==> config.mk <==
export PLATFORM = sky130hd
export DESIGN_NAME = fetch_queue_flat
export DESIGN_NICKNAME = d
export VERILOG_FILES = /design/src/rtl/fetch_queue_pkg.sv /design/src/rtl/fetch_queue_if.sv /design/src/rtl/fetch_queue.sv /design/src/flat_wrapper.sv
export SDC_FILE = /design/constraint.sdc
export NUM_CORES = 1
export LEC_CHECK = 0
export ABC_AREA = 1
export CAP_MARGIN = 20
export CORE_UTILIZATION = 40
export CTS_CLUSTER_DIAMETER = 200
export DETAILED_ROUTE_END_ITERATION = 8
export PLACE_DENSITY = 0.71
export SETUP_SLACK_MARGIN = 0.5
export SYNTH_ARGS = -nofsm -noshare
export SYNTH_HDL_FRONTEND = slang
export SYNTH_SLANG_ARGS = --single-unit
==> constraint.sdc <==
create_clock -name clk_i -period 5.13 [get_ports clk_i]
set_clock_uncertainty 0.1 [all_clocks]
set_input_delay 1.026 -clock clk_i [delete_from_list [all_inputs] [get_ports clk_i]]
set_output_delay 1.026 -clock clk_i [all_outputs]
set_load 0.05 [all_outputs]
==> src/rtl/fetch_queue_pkg.sv <==
// Shared constants for the fetch queue slice.
//   FqXlen   : default address / instruction width
//   FqDepth  : default number of queue entries
//   PcIncr   : sequential PC step used for dec_pc4_o
//   NopInstr : canonical NOP encoding
package fetch_queue_pkg;

    localparam int unsigned FqXlen  = 32;
    localparam int unsigned FqDepth = 4;
    localparam int unsigned PcIncr  = 4;
    localparam logic [31:0] NopInstr = 32'h0000_0000;

endpackage

==> src/rtl/fetch_queue_if.sv <==
// Bundle of fetch-side and decode-side signals of the fetch queue.
// Signal suffixes are from the queue's point of view.
//   fetch_valid_i, pc_i, instr_i, flush_i, dec_ready_i : driven by the pipeline (master)
//   fetch_ready_o, dec_valid_o, dec_pc_o, dec_instr_o,
//   dec_pc4_o, count_o                                 : driven by the queue (slave)
interface fetch_queue_if
    import fetch_queue_pkg::*;
#(
    parameter int unsigned XLEN  = FqXlen,
    parameter int unsigned DEPTH = FqDepth
);

    localparam int unsigned CntW = $clog2(DEPTH) + 1;

    logic            fetch_valid_i;
    logic [XLEN-1:0] pc_i;
    logic [XLEN-1:0] instr_i;
    logic            fetch_ready_o;
    logic            flush_i;
    logic            dec_ready_i;
    logic            dec_valid_o;
    logic [XLEN-1:0] dec_pc_o;
    logic [XLEN-1:0] dec_instr_o;
    logic [XLEN-1:0] dec_pc4_o;
    logic [CntW-1:0] count_o;

    modport master (
        output fetch_valid_i, pc_i, instr_i, flush_i, dec_ready_i,
        input  fetch_ready_o, dec_valid_o, dec_pc_o, dec_instr_o, dec_pc4_o, count_o
    );

    modport slave (
        input  fetch_valid_i, pc_i, instr_i, flush_i, dec_ready_i,
        output fetch_ready_o, dec_valid_o, dec_pc_o, dec_instr_o, dec_pc4_o, count_o
    );

endinterface

==> src/rtl/fetch_queue.sv <==
// Instruction fetch queue between the fetch and decode stages.
// Circular buffer of {pc, instr} with show-ahead head output.
//   clk_i  : clock, all state on rising edge
//   rst_i  : synchronous active-high reset
//   fq_io  : fetch_queue_if.slave
//            push side  : fetch_valid_i, pc_i, instr_i, fetch_ready_o
//            pop side   : dec_ready_i, dec_valid_o, dec_pc_o, dec_instr_o, dec_pc4_o
//            control    : flush_i (discard all entries), count_o (occupancy)
module fetch_queue
    import fetch_queue_pkg::*;
#(
    parameter int unsigned DEPTH = FqDepth,
    parameter int unsigned XLEN  = FqXlen
) (
    input  logic         clk_i,
    input  logic         rst_i,
    fetch_queue_if.slave fq_io
);

    localparam int unsigned PtrW = $clog2(DEPTH);
    localparam int unsigned CntW = PtrW + 1;

    logic [XLEN-1:0] pc_mem_q    [DEPTH];
    logic [XLEN-1:0] instr_mem_q [DEPTH];

    logic [PtrW-1:0] head_q, head_d;
    logic [PtrW-1:0] tail_q, tail_d;
    logic [CntW-1:0] count_q, count_d;

    logic full, empty, push, pop;

    // Ready/valid come from the registered count only, so fetch_ready_o never
    // depends on dec_ready_i; a pop while full frees the slot one cycle later.
    assign full  = (count_q == CntW'(DEPTH));
    assign empty = (count_q == '0);
    assign push  = fq_io.fetch_valid_i && !full && !fq_io.flush_i;
    assign pop   = fq_io.dec_ready_i && !empty && !fq_io.flush_i;

    always_comb begin
        head_d  = head_q;
        tail_d  = tail_q;
        count_d = count_q;
        if (fq_io.flush_i) begin
            head_d  = '0;
            tail_d  = '0;
            count_d = '0;
        end else begin
            // DEPTH is a power of two, so pointers wrap by natural overflow.
            if (push) tail_d = tail_q + 1'b1;
            if (pop)  head_d = head_q + 1'b1;
            case ({push, pop})
                2'b10:   count_d = count_q + 1'b1;
                2'b01:   count_d = count_q - 1'b1;
                default: count_d = count_q;
            endcase
        end
    end

    always_ff @(posedge clk_i) begin
        if (rst_i) begin
            head_q  <= '0;
            tail_q  <= '0;
            count_q <= '0;
        end else begin
            head_q  <= head_d;
            tail_q  <= tail_d;
            count_q <= count_d;
        end
    end

    // Storage is not reset; outputs are masked while empty instead.
    always_ff @(posedge clk_i) begin
        if (push && !rst_i) begin
            pc_mem_q[tail_q]    <= fq_io.pc_i;
            instr_mem_q[tail_q] <= fq_io.instr_i;
        end
    end

    assign fq_io.fetch_ready_o = !full;
    assign fq_io.dec_valid_o   = !empty;
    assign fq_io.count_o       = count_q;
    assign fq_io.dec_pc_o      = empty ? '0 : pc_mem_q[head_q];
    assign fq_io.dec_instr_o   = empty ? XLEN'(NopInstr) : instr_mem_q[head_q];
    assign fq_io.dec_pc4_o     = fq_io.dec_pc_o + XLEN'(PcIncr);

endmodule

==> src/flat_wrapper.sv <==
// flat-port wrapper written by rule: the top's interface ports become plain ports
module fetch_queue_flat import fetch_queue_pkg::*;
#(
    parameter int unsigned DEPTH = FqDepth,
    parameter int unsigned XLEN  = FqXlen
)
  (clk_i, rst_i, fq_io_fetch_valid_i, fq_io_pc_i, fq_io_instr_i, fq_io_flush_i, fq_io_dec_ready_i, fq_io_fetch_ready_o, fq_io_dec_valid_o, fq_io_dec_pc_o, fq_io_dec_instr_o, fq_io_dec_pc4_o, fq_io_count_o);
  fetch_queue_if #(.XLEN(XLEN), .DEPTH(DEPTH)) fq_io_i ();
  input  logic clk_i;
  input  logic rst_i;
  input wire logic [$bits(fq_io_i.fetch_valid_i)-1:0] fq_io_fetch_valid_i;
  input wire logic [$bits(fq_io_i.pc_i)-1:0] fq_io_pc_i;
  input wire logic [$bits(fq_io_i.instr_i)-1:0] fq_io_instr_i;
  input wire logic [$bits(fq_io_i.flush_i)-1:0] fq_io_flush_i;
  input wire logic [$bits(fq_io_i.dec_ready_i)-1:0] fq_io_dec_ready_i;
  output wire logic [$bits(fq_io_i.fetch_ready_o)-1:0] fq_io_fetch_ready_o;
  output wire logic [$bits(fq_io_i.dec_valid_o)-1:0] fq_io_dec_valid_o;
  output wire logic [$bits(fq_io_i.dec_pc_o)-1:0] fq_io_dec_pc_o;
  output wire logic [$bits(fq_io_i.dec_instr_o)-1:0] fq_io_dec_instr_o;
  output wire logic [$bits(fq_io_i.dec_pc4_o)-1:0] fq_io_dec_pc4_o;
  output wire logic [$bits(fq_io_i.count_o)-1:0] fq_io_count_o;
  assign fq_io_i.fetch_valid_i = fq_io_fetch_valid_i;
  assign fq_io_i.pc_i = fq_io_pc_i;
  assign fq_io_i.instr_i = fq_io_instr_i;
  assign fq_io_i.flush_i = fq_io_flush_i;
  assign fq_io_i.dec_ready_i = fq_io_dec_ready_i;
  assign fq_io_fetch_ready_o = fq_io_i.fetch_ready_o;
  assign fq_io_dec_valid_o = fq_io_i.dec_valid_o;
  assign fq_io_dec_pc_o = fq_io_i.dec_pc_o;
  assign fq_io_dec_instr_o = fq_io_i.dec_instr_o;
  assign fq_io_dec_pc4_o = fq_io_i.dec_pc4_o;
  assign fq_io_count_o = fq_io_i.count_o;
  fetch_queue #(.DEPTH(DEPTH), .XLEN(XLEN)) u_core (.clk_i(clk_i), .rst_i(rst_i), .fq_io(fq_io_i));
endmodule
Word level (Yosys, flattened, before mapping)

Memories as Yosys holds them, arrays and structs flattened. A register that Yosys moved wholly into a read port is not among the register bits.
Index checks and enable logic that the tools add are counted.

Input port bits: 69
Memories kept: 2
Memory bits (read-only): 0
Latch bits: 0
Output and inout bits: 101
Memory bits (writable): 256
Register bits: 7

$lt $le $gt $ge: 0
$mul: 0
Equal/unequal tests: 3
Div/mod/pow operators: 0
Multiplexer cells: 9
Reduce and logical (&&, ||, !) cells: 12
Shift-type cells: 0
Bitwise gates (word level): 0
Add/sub/neg operators: 5

Memories:

| name               | depth | bits a word | read ports | clocked after Yosys merged registers in | write ports | line              | text |
|---|---|---|---|---|---|---|---|
| u_core.instr_mem_q | 4     | 32          | 1          | 1                                       | 1           | fetch_queue.sv:24 | `logic [XLEN-1:0] instr_mem_q [DEPTH];` |
| u_core.pc_mem_q    | 4     | 32          | 1          | 1                                       | 1           | fetch_queue.sv:23 | `logic [XLEN-1:0] pc_mem_q [DEPTH];` |

Operators with widths:

| kind                                                 | count |
|---|---|
| two-way mux 32 bit                                   | 2 |
| adder 32 x 3 -> 32 bit (second input constant)       | 1 |
| two-way mux 2 bit                                    | 4 |
| one-hot mux 3 bit (2 select lines)                   | 1 |
| logical AND 1 bit                                    | 5 |
| adder 2 x 1 -> 2 bit (second input constant)         | 2 |
| zero test 1 bit                                      | 4 |
| adder 3 x 1 -> 3 bit (second input constant)         | 1 |
| equality test 3 bit (second input constant)          | 1 |
| zero test 3 bit                                      | 1 |
| subtractor 3 x 1 -> 3 bit (second input constant)    | 1 |
| equality test 2 x 1 -> 1 bit (second input constant) | 1 |
| equality test 2 bit (second input constant)          | 1 |
| two-way mux 1 bit                                    | 2 |
| nonzero test 2 bit                                   | 1 |
| OR reduction 2 bit                                   | 1 |

Depth between registers and ports, before layout

Gate-level depths: netlist (run 1).

Word-level depth: 7
Gate-level depth with buffers: 16

Least setup slack after synthesis (run 1)

Ideal clock, no wire load.

Kind: reg2reg
Start point: reg u_core.count_q[0] (netlist: u_core.fq_io.count_o[0])
End point: mem u_core.instr_mem_q[0][0] (netlist bit), enable pin
Data required time: 4.543 ns
Path slack: 0.327 ns
Stages on the path, launching flop included: 5
Period minus slack after synthesis: 4.803 ns
Data arrival time: 4.217 ns
Library setup time: 0.487 ns
Cell sequence: dfxtp_1 -> inv_2 -> nand3_1 -> nand3_1 -> nor2_1

Cells in the longest elaborated chain, start to end: 7

RTL lines:

| element                                 | line               | text |
|---|---|---|
| start: declaration                      | fetch_queue.sv:28  | `logic [CntW-1:0] count_q, count_d;` |
| start signal: assignment                | fetch_queue.sv:67  | `count_q <= count_d;` |
| equality test 3 bit                     | fetch_queue.sv:34  | `assign full = (count_q == CntW'(DEPTH));` |
| zero test 1 bit                         | -                  |  |
| named net fq_io_fetch_ready_o           | flat_wrapper.sv:16 | `output wire logic [$bits(fq_io_i.fetch_ready_o)-1:0] fq_io_fetch_ready_o;` |
| logical AND 1 bit (2 in a row)          | fetch_queue.sv:36  | `assign push = fq_io.fetch_valid_i && !full && !fq_io.flush_i;` |
| logical AND 1 bit                       | fetch_queue.sv:73  | `if (push && !rst_i) begin` |
| two-way mux 1 bit                       | fetch_queue.sv:73  |  |
| two-way mux 1 bit (not written as such) | fetch_queue.sv:75  | `instr_mem_q[tail_q] <= fq_io.instr_i;` |
| end: declaration                        | fetch_queue.sv:24  |  |

The timed path passes the listed nets, and every way through them passes these cells.

==> results of run 1 <==
-- power breakdown --
group | internal (W) | total (W) | leakage (nW) | switching [W]
Clock | 0.00113 | 0.00195 | 0.436 | 0.000814
Sequential | 0.00240 | 0.00240 | 2.39 | 0.00000650
Combinational | 0.000159 | 0.000473 | 2.62 | 0.000313
-- layout make-up --
| class | count | area share |
|---|---|---|
| Sequential cell | 265 | 0.524 |
| Antenna cell | 3 | 0.000500 |
| Clock buffer | 31 | 0.0460 |
| Timing Repair Buffer | 184 | 0.132 |
| Inverter | 71 | 0.0182 |
| Multi-Input combinational cell | 744 | 0.234 |
| Tap cell | 384 | 0.0320 |
| Clock inverter | 19 | 0.0134 |
-- worst reg2reg max path, cell delays in order (launching register included) --
cell	delay, ns
dfxtp_1	0.37
inv_2	0.08
nand3_4	0.08
buf_4	0.34
nand2_1	0.10
nor2_1	0.10
ha_1	0.15
inv_1	0.06
fa_1	0.37
a21oi_1	0.14
o21ai_0	0.12
o21ai_0	0.15
a21oi_1	0.05
-- cells in the mapped netlist --
cell type / instances / area, um2
ha_1: 6 / 75.1
nand3_4: 2 / 35.0
nand3_2: 5 / 50.1
inv_2: 14 / 52.6
xor2_1: 13 / 114
o21ai_0: 80 / 400
nor2_2: 21 / 131
o21ai_1: 4 / 20.0
nor2_4: 14 / 158
fa_1: 1 / 20.0
nand4_1: 8 / 50.1
nand2_2: 9 / 56.3
nand2_1: 258 / 968
nor2_1: 202 / 758
buf_8: 2 / 30.0
inv_1: 57 / 214
and2_1: 1 / 6.26
clkbuf_1: 12 / 45.0
buf_1: 5 / 18.8
buf_4: 8 / 60.1
a21oi_1: 45 / 225
edfxtp_1: 256 / 7690
nand3_1: 75 / 375
buf_2: 17 / 85.1
buf_6: 9 / 101
dfxtp_1: 9 / 180
-- metal layers --
metal,global-route usage,share of wire
met1,0.245,0.43
met2,0.322,0.47
met3,0.0448,0.070
met4,0.0594,0.024
met5,0,0.0011
-- final timing paths --
path | startpoint | to | slack, ns | cells past startpoint
worst min-delay path | u_core.head_q[1] | register | 0.38 | 2
worst min register to register | u_core.head_q[1] | register | 0.38 | 2
worst max-delay path | register | fq_io_dec_pc4_o[15] | 0.78 | 11
worst max register to register | u_core.fq_io.count_o[1] | u_core.fq_io.count_o[2] | 2.80 | 12
-- sequential cells by signal, indices dropped and copies added (netlist names), named ones only --
signal,cells
u_core.instr_mem_q,128
u_core.pc_mem_q,128
u_core.head_q,2
u_core.fq_io.count_o,3
u_core.tail_q,2
-- metrics by stage --
| stage | hold WS, ns | setup WS [ns] | cells |
|---|---|---|---|
| CTS | 0.363 | 0.480 | 1697 |
| finish | 0.377 | 0.781 | 1701 |
| floorplan | 0.336 | 0.327 | 1133 |
| global route | 0.423 | 0.572 | 1699 |
| global placement | 0.344 | 0.992 | 1647 |
| detailed placement | 0.348 | 0.934 | 1647 |
-- cells by family (layout without fill, tap and decap cells) --
group                      after synthesis  count (layout)  share of synthesized area
DFF                                    265             265                      0.660
buffers and inverters                  124             305                     0.0509
other                                    0               3                          0
adders and majority gates                7               7                    0.00798
xor gates and xnor gates                13              13                    0.00955
and+or+nand+nor                        595             595                      0.217
AOI/OAI and AO/OA                      129             129                     0.0542
-- what timing repair did --
action / in CTS / in global routing
gates resized for setup: 3 / 15
gates cloned: 0 / 1
endpoints found under the setup margin: 33 / 45
hold endpoints to repair: 0 / 0
-- cell usage in the layout, fill, tap and decap left out, drive strengths merged --
cell             n
inv             74
dfxtp            9
clkbuf          32
and2             1
xor2            13
clkinv          11
ha               6
dlymetal6s2s     6
bufinv           3
edfxtp         256
fa               1
diode            3
nand3           82
clkinvlp         2
nand2          267
clkdlybuf4s50  146
buf             31
o21ai           84
nand4            8
nor2           237
a21oi           45
==> results.md, run 1 <==
- Cts bufs inserted: 27
- Pins Over Slew Limit: 0
- Most used cell, CP: nand2_1
- CTS root buf: clkbuf_16
- Leak: 5.44 nW
- Vias per inst: 4.97
- Final min period: 4.35 ns
- Die H: 175 um
- # clock sinks: 265
- Clock buffer depth: 3
- DR WL/cell: 17.0 um
- Clk Latency, worst-skew pair: 0.54 ns
- Setup bufs post-CTS: 0
- RSZ-0062 raised after global routing: no
- Area grow syn2layout: 26.1%
- Sequential share of the synthesized area: 0.660
- Total Power: 0.00482 W
- Buffers & Inverters on Critical Path: 3
- Max rail drop VDD: 0.282 mV
- Row cnt: 62
- Die Span X: 175 um
- Tcrit/Tclk final: 0.848
- Arr. time, crit path: 3.22 ns
- Final core occ: 0.518
- Wire length of the first global-routing pass: 45600 um
- Synthesized Nets: 1209
- Detailed placement HPWL: 18100 um
- First-pass DRT Iterations: 5
- Crit-path leading delay family: buffers and inverters
- Multi-input gate area: 0.00352 mm2
- Worst EP required: 4.00 ns
- Cell count after synthesis: 1133
- Vias: 8447
- Setup violations, final: 0
- Clock transition at the registers of the reported paths: 0.06 ns
- Power per cell area: 321 mW/mm2
- CTS tree: done
- Startpoint types: register
- Worst path slowest cell: clkdlybuf4s50_1
- Final instance area: 0.0150 mm2
- Synthesis Warnings: 0
- Initial antenna violation count: 4
- Pin count of the biggest net entering global routing: 70
- Area post-placement: 0.0140 mm2
- Final Hold Vio Count: 0
- GRT Total Usage: 0.192
- Number of top-level pins: 170
- Final GP Congestion: 0.946
- Share of cells above drive strength 1: 0.116
- Outcome: finished, final reports clean
- Total gr overflow: 0
- PortBufs: 169
- Seq cells post-synth: 265
- Rel. slew slack: 0.532
- Fillers: 2481
- Die area: 0.0305 mm2
- Core box area: 0.0290 mm2
- Nets: 1369
- Remaining DRCs: 0
- Synthesized cell area: 0.0119 mm2
- Kind of critical path: register to output port
- Syn avg cell area: 10.5 um2
- Initial DRC count: 522
- Initial Util: 0.411
- Worst Setup End Kind: output port
- CTS H-tree depth: 1
- Hold Path Class: register to register
- CP Cell Sequence: clkinv_4 > nand2_1 > nand3_1 > nand2_1 > nor2_4 > nand3_4 > inv_2 > nand2_1 > nor2_2 > xor2_1 > clkdlybuf4s50_1
- WL final: 28900 um
- Least-Margin Pin Slew: 0.701 ns
- Vias in the first global route: 8423
- Seq. cell area: 0.00787 mm2
- Antenna-violating nets left: 0
- Maxcap violations: 0
- Max Fanout on Critical Path: 46
- Cts hold-fix bufs: 0
- Synth cell types: 26
- Crit path largest cell delay: 0.82 ns
- Max Fclk: 0.230 GHz
- Setup TNS: 0 ns
(Power assumes the default switching activity.)
==> inputs of run 2 (changes only) <==
clock period = 4.4 ns   (was 5.13 ns; I/O delays follow)
==> results.md, run 2 (synthesis results as in run 1) <==
- Outcome: finished, final reports clean (unchanged)
- Setup crit end: fq_io_dec_instr_o[0] (was fq_io_dec_pc4_o[15])
- Nets: 1393 (was 1369)
- Number of top-level pins: 170 (unchanged)
- Tcrit/Tclk final: 0.873
- Leak: 5.73 nW (was 5.44 nW)
- Initial Util: 0.411 (unchanged)
- Setup violations, final: 0 (unchanged)
- WL final: 31000 um (was 28900 um)
- Share of cells above drive strength 1: 0.173 (was 0.116)
- Hold Path Class: register to register (unchanged)
- Least-Margin Pin Slew: 0.600 ns (was 0.701 ns)
- Die H: 175 um (unchanged)
- Max Fclk: 0.260 GHz
- Commonest non-fill, non-tap cell in the layout: edfxtp_1 (was nand2_1)
- Worst EP required: 3.42 ns (was 4.00 ns)
- RSZ-0062 raised after global routing: yes (was no)
- Wire length of the first global-routing pass: 47100 um (was 45600 um)
- Most frequent cells in the layout: edfxtp_1, nand2_1, nor2_1 (was nand2_1, edfxtp_1, nor2_1)
- # clock sinks: 265 (unchanged)
- Pins Over Slew Limit: 0 (unchanged)
- CTS root buf: clkbuf_16 (unchanged)
- Vias per inst: 4.97 (about the same)
- Clock buffer depth: 3 (unchanged)
- Area post-placement: 0.0144 mm2 (was 0.0140 mm2)
- GRT Total Usage: 0.199 (was 0.192)
- DR WL/cell: 18.0 um (was 17.0 um)
- Non-filler cells, final: 1725 (was 1701)
- Worst Setup End Kind: output port (unchanged)
- Max Fanout on Critical Path: 56 (was 46)
- Max rail drop VDD: 0.308 mV (was 0.282 mV)
- Crit-path leading delay family: buffers and inverters (unchanged)
- Clock transition at the registers of the reported paths: 0.06 ns (about the same)
- Die Span X: 175 um (unchanged)
- Sequential power share: 0.495 (was 0.499)
- Cts hold-fix bufs: 0 (unchanged)
- Clk network pwr share: 0.397 (was 0.403)
- Power per cell area: 361 mW/mm2 (was 321 mW/mm2)
- Final GP Congestion: 0.902 (was 0.946)
- Maxcap violations: 0 (unchanged)
- CP Cell Sequence: inv_4 > buf_4 > o21ai_0 > a21oi_1 > clkdlybuf4s50_1 (was clkinv_4 > nand2_1 > nand3_1 > nand2_1 > nor2_4 > nand3_4 > inv_2 > nand2_1 > nor2_2 > xor2_1 > clkdlybuf4s50_1)
- Startpoint types: register (unchanged)
- Vias: 8571 (was 8447)
- Pin count of the biggest net entering global routing: 69 (was 70)
- Sw power: 0.00133 W (was 0.00113 W)
- Arr. time, crit path: 2.86 ns (was 3.22 ns)
- Final Hold Vio Count: 0 (unchanged)
- CTS H-tree depth: 1 (unchanged)
- Sw Share: 0.234 (was 0.235)
- CTS tree: done (unchanged)
- Cts bufs inserted: 28 (was 27)
- Buffers & Inverters on Critical Path: 3 (unchanged)
- Total gr overflow: 0 (unchanged)
- Reg2Reg Setup Slack: 2.28 ns (was 2.80 ns)
- Initial antenna violation count: 5 (was 4)
- Final min period: 3.84 ns
- Hold_ws: 0.402 ns (was 0.377 ns)
- R2R depth: 12 (unchanged)
- Area grow syn2layout: 31.6% (was 26.1%)
- Core box area: 0.0290 mm2 (unchanged)
- Source of the worst register-to-register timing path: u_core.fq_io.count_o[0] (was u_core.fq_io.count_o[1])
- Vias in the first global route: 8360 (was 8423)
- Clk Latency, worst-skew pair: 0.53 ns (was 0.54 ns)
- Final instance area: 0.0157 mm2 (was 0.0150 mm2)
- Pint: 0.00433 W (was 0.00369 W)
- Final core occ: 0.541 (was 0.518)
- First-pass DRT Iterations: 5 (unchanged)
- Gate power share: 0.108 (was 0.098)
- CP Depth: 5 (was 11)
- Detailed placement HPWL: 19400 um (was 18100 um)
- Initial DRC count: 649 (was 522)
- Remaining DRCs: 0 (unchanged)
- R2r endpoint: u_core.fq_io.count_o[2] (unchanged)
- Die area: 0.0305 mm2 (unchanged)
- Worst path slowest cell: clkdlybuf4s50_1 (unchanged)
- Row cnt: 62 (unchanged)
- Placed Cells: 1651 (was 1647)
- Crit path largest cell delay: 0.86 ns (was 0.82 ns)
- Rel. slew slack: 0.600 (was 0.532)
- PortBufs: 169 (unchanged)
- Antenna-violating nets left: 0 (unchanged)
- Kind of critical path: register to output port (unchanged)
[run 2: changes by cell type in the layout (fill, tap and decap cells not counted), sizes merged]
| cell | delta |
|---|---|
| inv | -3 |
| buf | +63 |
| clkinvlp | -1 |
| clkdlybuf4s50 | -38 |
| clkbuf | +3 |
| bufinv | -1 |
| dlymetal6s2s | -3 |
| clkinv | +4 |
[run 2: worst min path at each step]
stage,startpoint,end,slack (ns),cells past startpoint
finish,u_core.fq_io.count_o[2],u_core.fq_io.count_o[2],0.40,2
global route,u_core.fq_io.count_o[2],u_core.fq_io.count_o[2],0.41,2
CTS,u_core.fq_io.count_o[2],u_core.fq_io.count_o[2],0.40,2
detailed placement,u_core.head_q[0],u_core.head_q[0],0.39,2
global placement,u_core.head_q[0],u_core.head_q[0],0.38,2
floorplan,u_core.head_q[1],register,0.34,2
[run 2: timing repair]
action	in CTS	in global routing
setup endpoints to repair	32	26
setup buffers	2	14
pin swaps	0	3
cloned	2	2
gates resized for setup	8	30
[run 2: cell type report]
type / instances / area [um2]
diodes: 3 / 7.51
clock buffers: 33 / 739
clock inverters: 18 / 150
fillers: 2485 / 13300
inverters: 71 / 275
multi-input cells: 744 / 3610
flip-flops and latches: 265 / 7880
well taps: 384 / 480
repair buffers: 207 / 2540
[run 2: layer usage]
layer,track usage,share of wire
met3,0.0461,0.070
met5,0,0.00071
met2,0.329,0.47
met4,0.0605,0.024
met1,0.261,0.43
[run 2: metrics by stage]
step | TNS (ns) | setup slack (ns) | total power [W]
after floorplan | -57.34 | -0.224 | 0.00318
after global placement | 0 | 0.715 | 0.00344
after detailed placement | 0 | 0.692 | 0.00345
after CTS | 0 | 0.486 | 0.00569
after global routing | 0 | 0.439 | 0.00584
final | 0 | 0.560 | 0.00566
[run 2: worst min-delay path, delay by kind of cell (launching register included)]
| family | cells | cell delay [ns] |
|---|---|---|
| AOI/OAI and AO/OA | 1 | 0.06 |
| buffers and inverters | 1 | 0.08 |
| DFF | 1 | 0.33 |
[run 2: power by group through the flow]
stage | logic, W | clock network [W] | registers (W)
final | 0.000611 | 0.00225 | 0.00280
after CTS | 0.000600 | 0.00229 | 0.00280
after detailed placement | 0.000591 | 0 | 0.00286
after floorplan | 0.000320 | 0 | 0.00286
after global routing | 0.000646 | 0.00239 | 0.00280
after global placement | 0.000587 | 0 | 0.00286
==> inputs of run 3 (changes only) <==
GPL_TIMING_DRIVEN = 0   (was not set)
==> results.md, run 3 (synthesis results as in run 1) <==
- Share of cells above drive strength 1: 0.178 (was 0.173)
- Sw Share: 0.239 (was 0.234)
- Hold path start: u_core.head_q[1] (was u_core.fq_io.count_o[2])
- Sw power: 0.00133 W (about the same)
- First-pass DRT Iterations: 6 (was 5)
- Final instance area: 0.0153 mm2 (was 0.0157 mm2)
- Seq. cell area: 0.00788 mm2 (about the same)
- Maxcap violations: 0 (unchanged)
- Clk network pwr share: 0.396 (was 0.397)
- Total gr overflow: 0 (unchanged)
- R2R depth: 14 (was 12)
- Worst Setup End Kind: output port (unchanged)
- Fillers: 2551 (was 2485)
- Clk Latency, worst-skew pair: 0.54 ns (was 0.53 ns)
- WL final: 31400 um (was 31000 um)
- Most used cell, CP: nor2_4
- Total Power: 0.00556 W (was 0.00566 W)
- Commonest non-fill, non-tap cell in the layout: edfxtp_1 (unchanged)
- Number of top-level pins: 170 (unchanged)
- Row cnt: 62 (unchanged)
- Multi-input gate area: 0.00361 mm2 (about the same)
- Pint: 0.00423 W (was 0.00433 W)
- Detailed placement HPWL: 21600 um (was 19400 um)
- Vias per inst: 5.00 (was 4.97)
- Final worst-path setup slack: 0.579 ns (was 0.560 ns)
- Nets: 1428 (was 1393)
- Buffers & Inverters on Critical Path: 5 (was 3)
- Core box area: 0.0290 mm2 (unchanged)
- Area grow syn2layout: 28.6% (was 31.6%)
- Rel. slew slack: 0.524 (was 0.600)
- Remaining DRCs: 0 (unchanged)
- Initial Util: 0.411 (unchanged)
- CTS H-tree depth: 1 (unchanged)
- Kind of critical path: register to output port (unchanged)
- Worst EP required: 3.42 ns (about the same)
- Reg2Reg Setup Slack: 1.74 ns (was 2.28 ns)
- Leak: 5.77 nW (was 5.73 nW)
- Vias: 8805 (was 8571)
- Max Fanout on Critical Path: 6 (was 56)
- Clock buffer depth: 3 (unchanged)
- Least-Margin Pin Slew: 0.713 ns (was 0.600 ns)
- Gate power share: 0.100 (was 0.108)
- Pin count of the biggest net entering global routing: 29 (was 69)
- Pins Over Slew Limit: 0 (unchanged)
- Sequential power share: 0.504 (was 0.495)
- RSZ-0062 raised after global routing: yes (unchanged)
- # clock sinks: 265 (unchanged)
- CP Cell Sequence: inv_6 > buf_8 > clkbuf_16 > nand2_1 > nand3_1 > nand2_2 > nor2_4 > ha_4 > nand2_1 > nor2_4 > nand2_4 > nor2_4 > buf_4 > xor2_2 > buf_6 (was inv_4 > buf_4 > o21ai_0 > a21oi_1 > clkdlybuf4s50_1)
- Die H: 175 um (unchanged)
- Max rail drop VDD: 0.326 mV (was 0.308 mV)
- Final min period: 3.82 ns (was 3.84 ns)
- CTS tree: done (unchanged)
- Power per cell area: 363 mW/mm2 (was 361 mW/mm2)
- Placed Cells: 1694 (was 1651)
- Arr. time, crit path: 2.84 ns (was 2.86 ns)
- Clock transition at the registers of the reported paths: 0.06 ns (about the same)
- Non-filler cells, final: 1760 (was 1725)
- Hold Path Depth: 2 (unchanged)
- Initial DRC count: 687 (was 649)
- Cts hold-fix bufs: 0 (unchanged)
- GRT Total Usage: 0.205 (was 0.199)
- Antenna-violating nets left: 0 (unchanged)
- Area post-placement: 0.0144 mm2 (about the same)
- Vias in the first global route: 8552 (was 8360)
- Crit-path leading delay family: simple AND/OR/NAND/NOR gates (was buffers and inverters)
- Wire length of the first global-routing pass: 48100 um (was 47100 um)
- Die Span X: 175 um (unchanged)
- Source of the worst register-to-register timing path: u_core.fq_io.count_o[0] (unchanged)
- Tcrit/Tclk final: 0.868 (was 0.873)
- Worst path slowest cell: dfxtp_4 (was clkdlybuf4s50_1)
- DR WL/cell: 17.8 um (was 18.0 um)
- Final GP Congestion: 0.938 (was 0.902)
- Initial antenna violation count: 3 (was 5)
- PortBufs: 169 (unchanged)
- Pre-CTS setup slack: 0.0860 ns (was 0.692 ns)
- Startpoint types: register (unchanged)
- Setup violations, final: 0 (unchanged)
- CTS root buf: clkbuf_16 (unchanged)
- Outcome: finished, final reports clean (unchanged)
- Most frequent cells in the layout: edfxtp_1, nand2_1, nor2_1 (unchanged)
- Crit path largest cell delay: 0.37 ns (was 0.86 ns)
- Die area: 0.0305 mm2 (unchanged)
- Hold Path Class: register to register (unchanged)
- CP Depth: 15 (was 5)
- Final Hold Vio Count: 0 (unchanged)
- Cts bufs inserted: 28 (unchanged)
- R2r endpoint: u_core.fq_io.count_o[2] (unchanged)
- Setup TNS: 0 ns (unchanged)
- Max Fclk: 0.262 GHz (was 0.260 GHz)
-- run 3: power by group through the flow --
stage | Sequential (W) | Combinational (W) | Clock, W
floorplan | 0.00286 | 0.000320 | 0
global placement | 0.00286 | 0.000551 | 0
detailed placement | 0.00286 | 0.000564 | 0
CTS | 0.00280 | 0.000553 | 0.00225
global route | 0.00280 | 0.000594 | 0.00235
finish | 0.00280 | 0.000557 | 0.00220
-- run 3: worst reg2reg max path, cell delays in order (launching register included) --
cell and delay (ns):
dfxtp_2 0.33, inv_2 0.07, nand3_4 0.14, buf_4 0.22, buf_6 0.18, buf_2 0.26
nand2_1 0.08, nor2_1 0.11, ha_1 0.15, inv_1 0.06, fa_1 0.38, a21oi_1 0.14
o21ai_0 0.12, o21ai_0 0.15, a21oi_1 0.05
-- run 3: per-stage QoR --
stage | utilization | hold slack [ns]
floorplan | - | 0.336
CTS | 0.524 | 0.381
finish | 0.528 | 0.379
global route | 0.528 | 0.391
detailed placement | 0.495 | 0.373
global placement | 0.488 | 0.359
-- run 3: repair_timing --
action	4_1_cts	5_1_grt
gates resized for setup	194	97
gates cloned	0	2
endpoints found under the setup margin	69	57
setup buffers	0	10
pin swaps	2	5
-- run 3: worst max-delay path by stage --
stage,from,endpoint,slack (ns)
6_report,register,fq_io_dec_pc4_o[12],0.58
5_1_grt,register,fq_io_dec_pc4_o[12],0.46
4_1_cts,register,fq_io_dec_pc4_o[16],0.34
3_5_place_dp,register,fq_io_dec_pc4_o[20],0.09
3_3_place_gp,fq_io_flush_i,u_core.pc_mem_q[2][1],-3.07
2_1_floorplan,fq_io_flush_i,u_core.instr_mem_q[0][0],-0.22
-- run 3: area by class of cell --
| cell class | instances | share of cell area |
|---|---|---|
| sequential | 265 | 0.514 |
| multi-input combinational | 744 | 0.235 |
| timing repair buffer | 189 | 0.118 |
| clock buffer | 35 | 0.0488 |
| tap | 384 | 0.0314 |
| buffer | 53 | 0.0265 |
| inverter | 71 | 0.0180 |
| clock inverter | 16 | 0.00727 |
| antenna | 3 | 0.000490 |
-- run 3: layer usage --
metal / track usage / wire length, um
met1: 0.270 / 13400
met2: 0.340 / 14800
met3: 0.0463 / 2470
met4: 0.0601 / 731
met5: 0 / 0
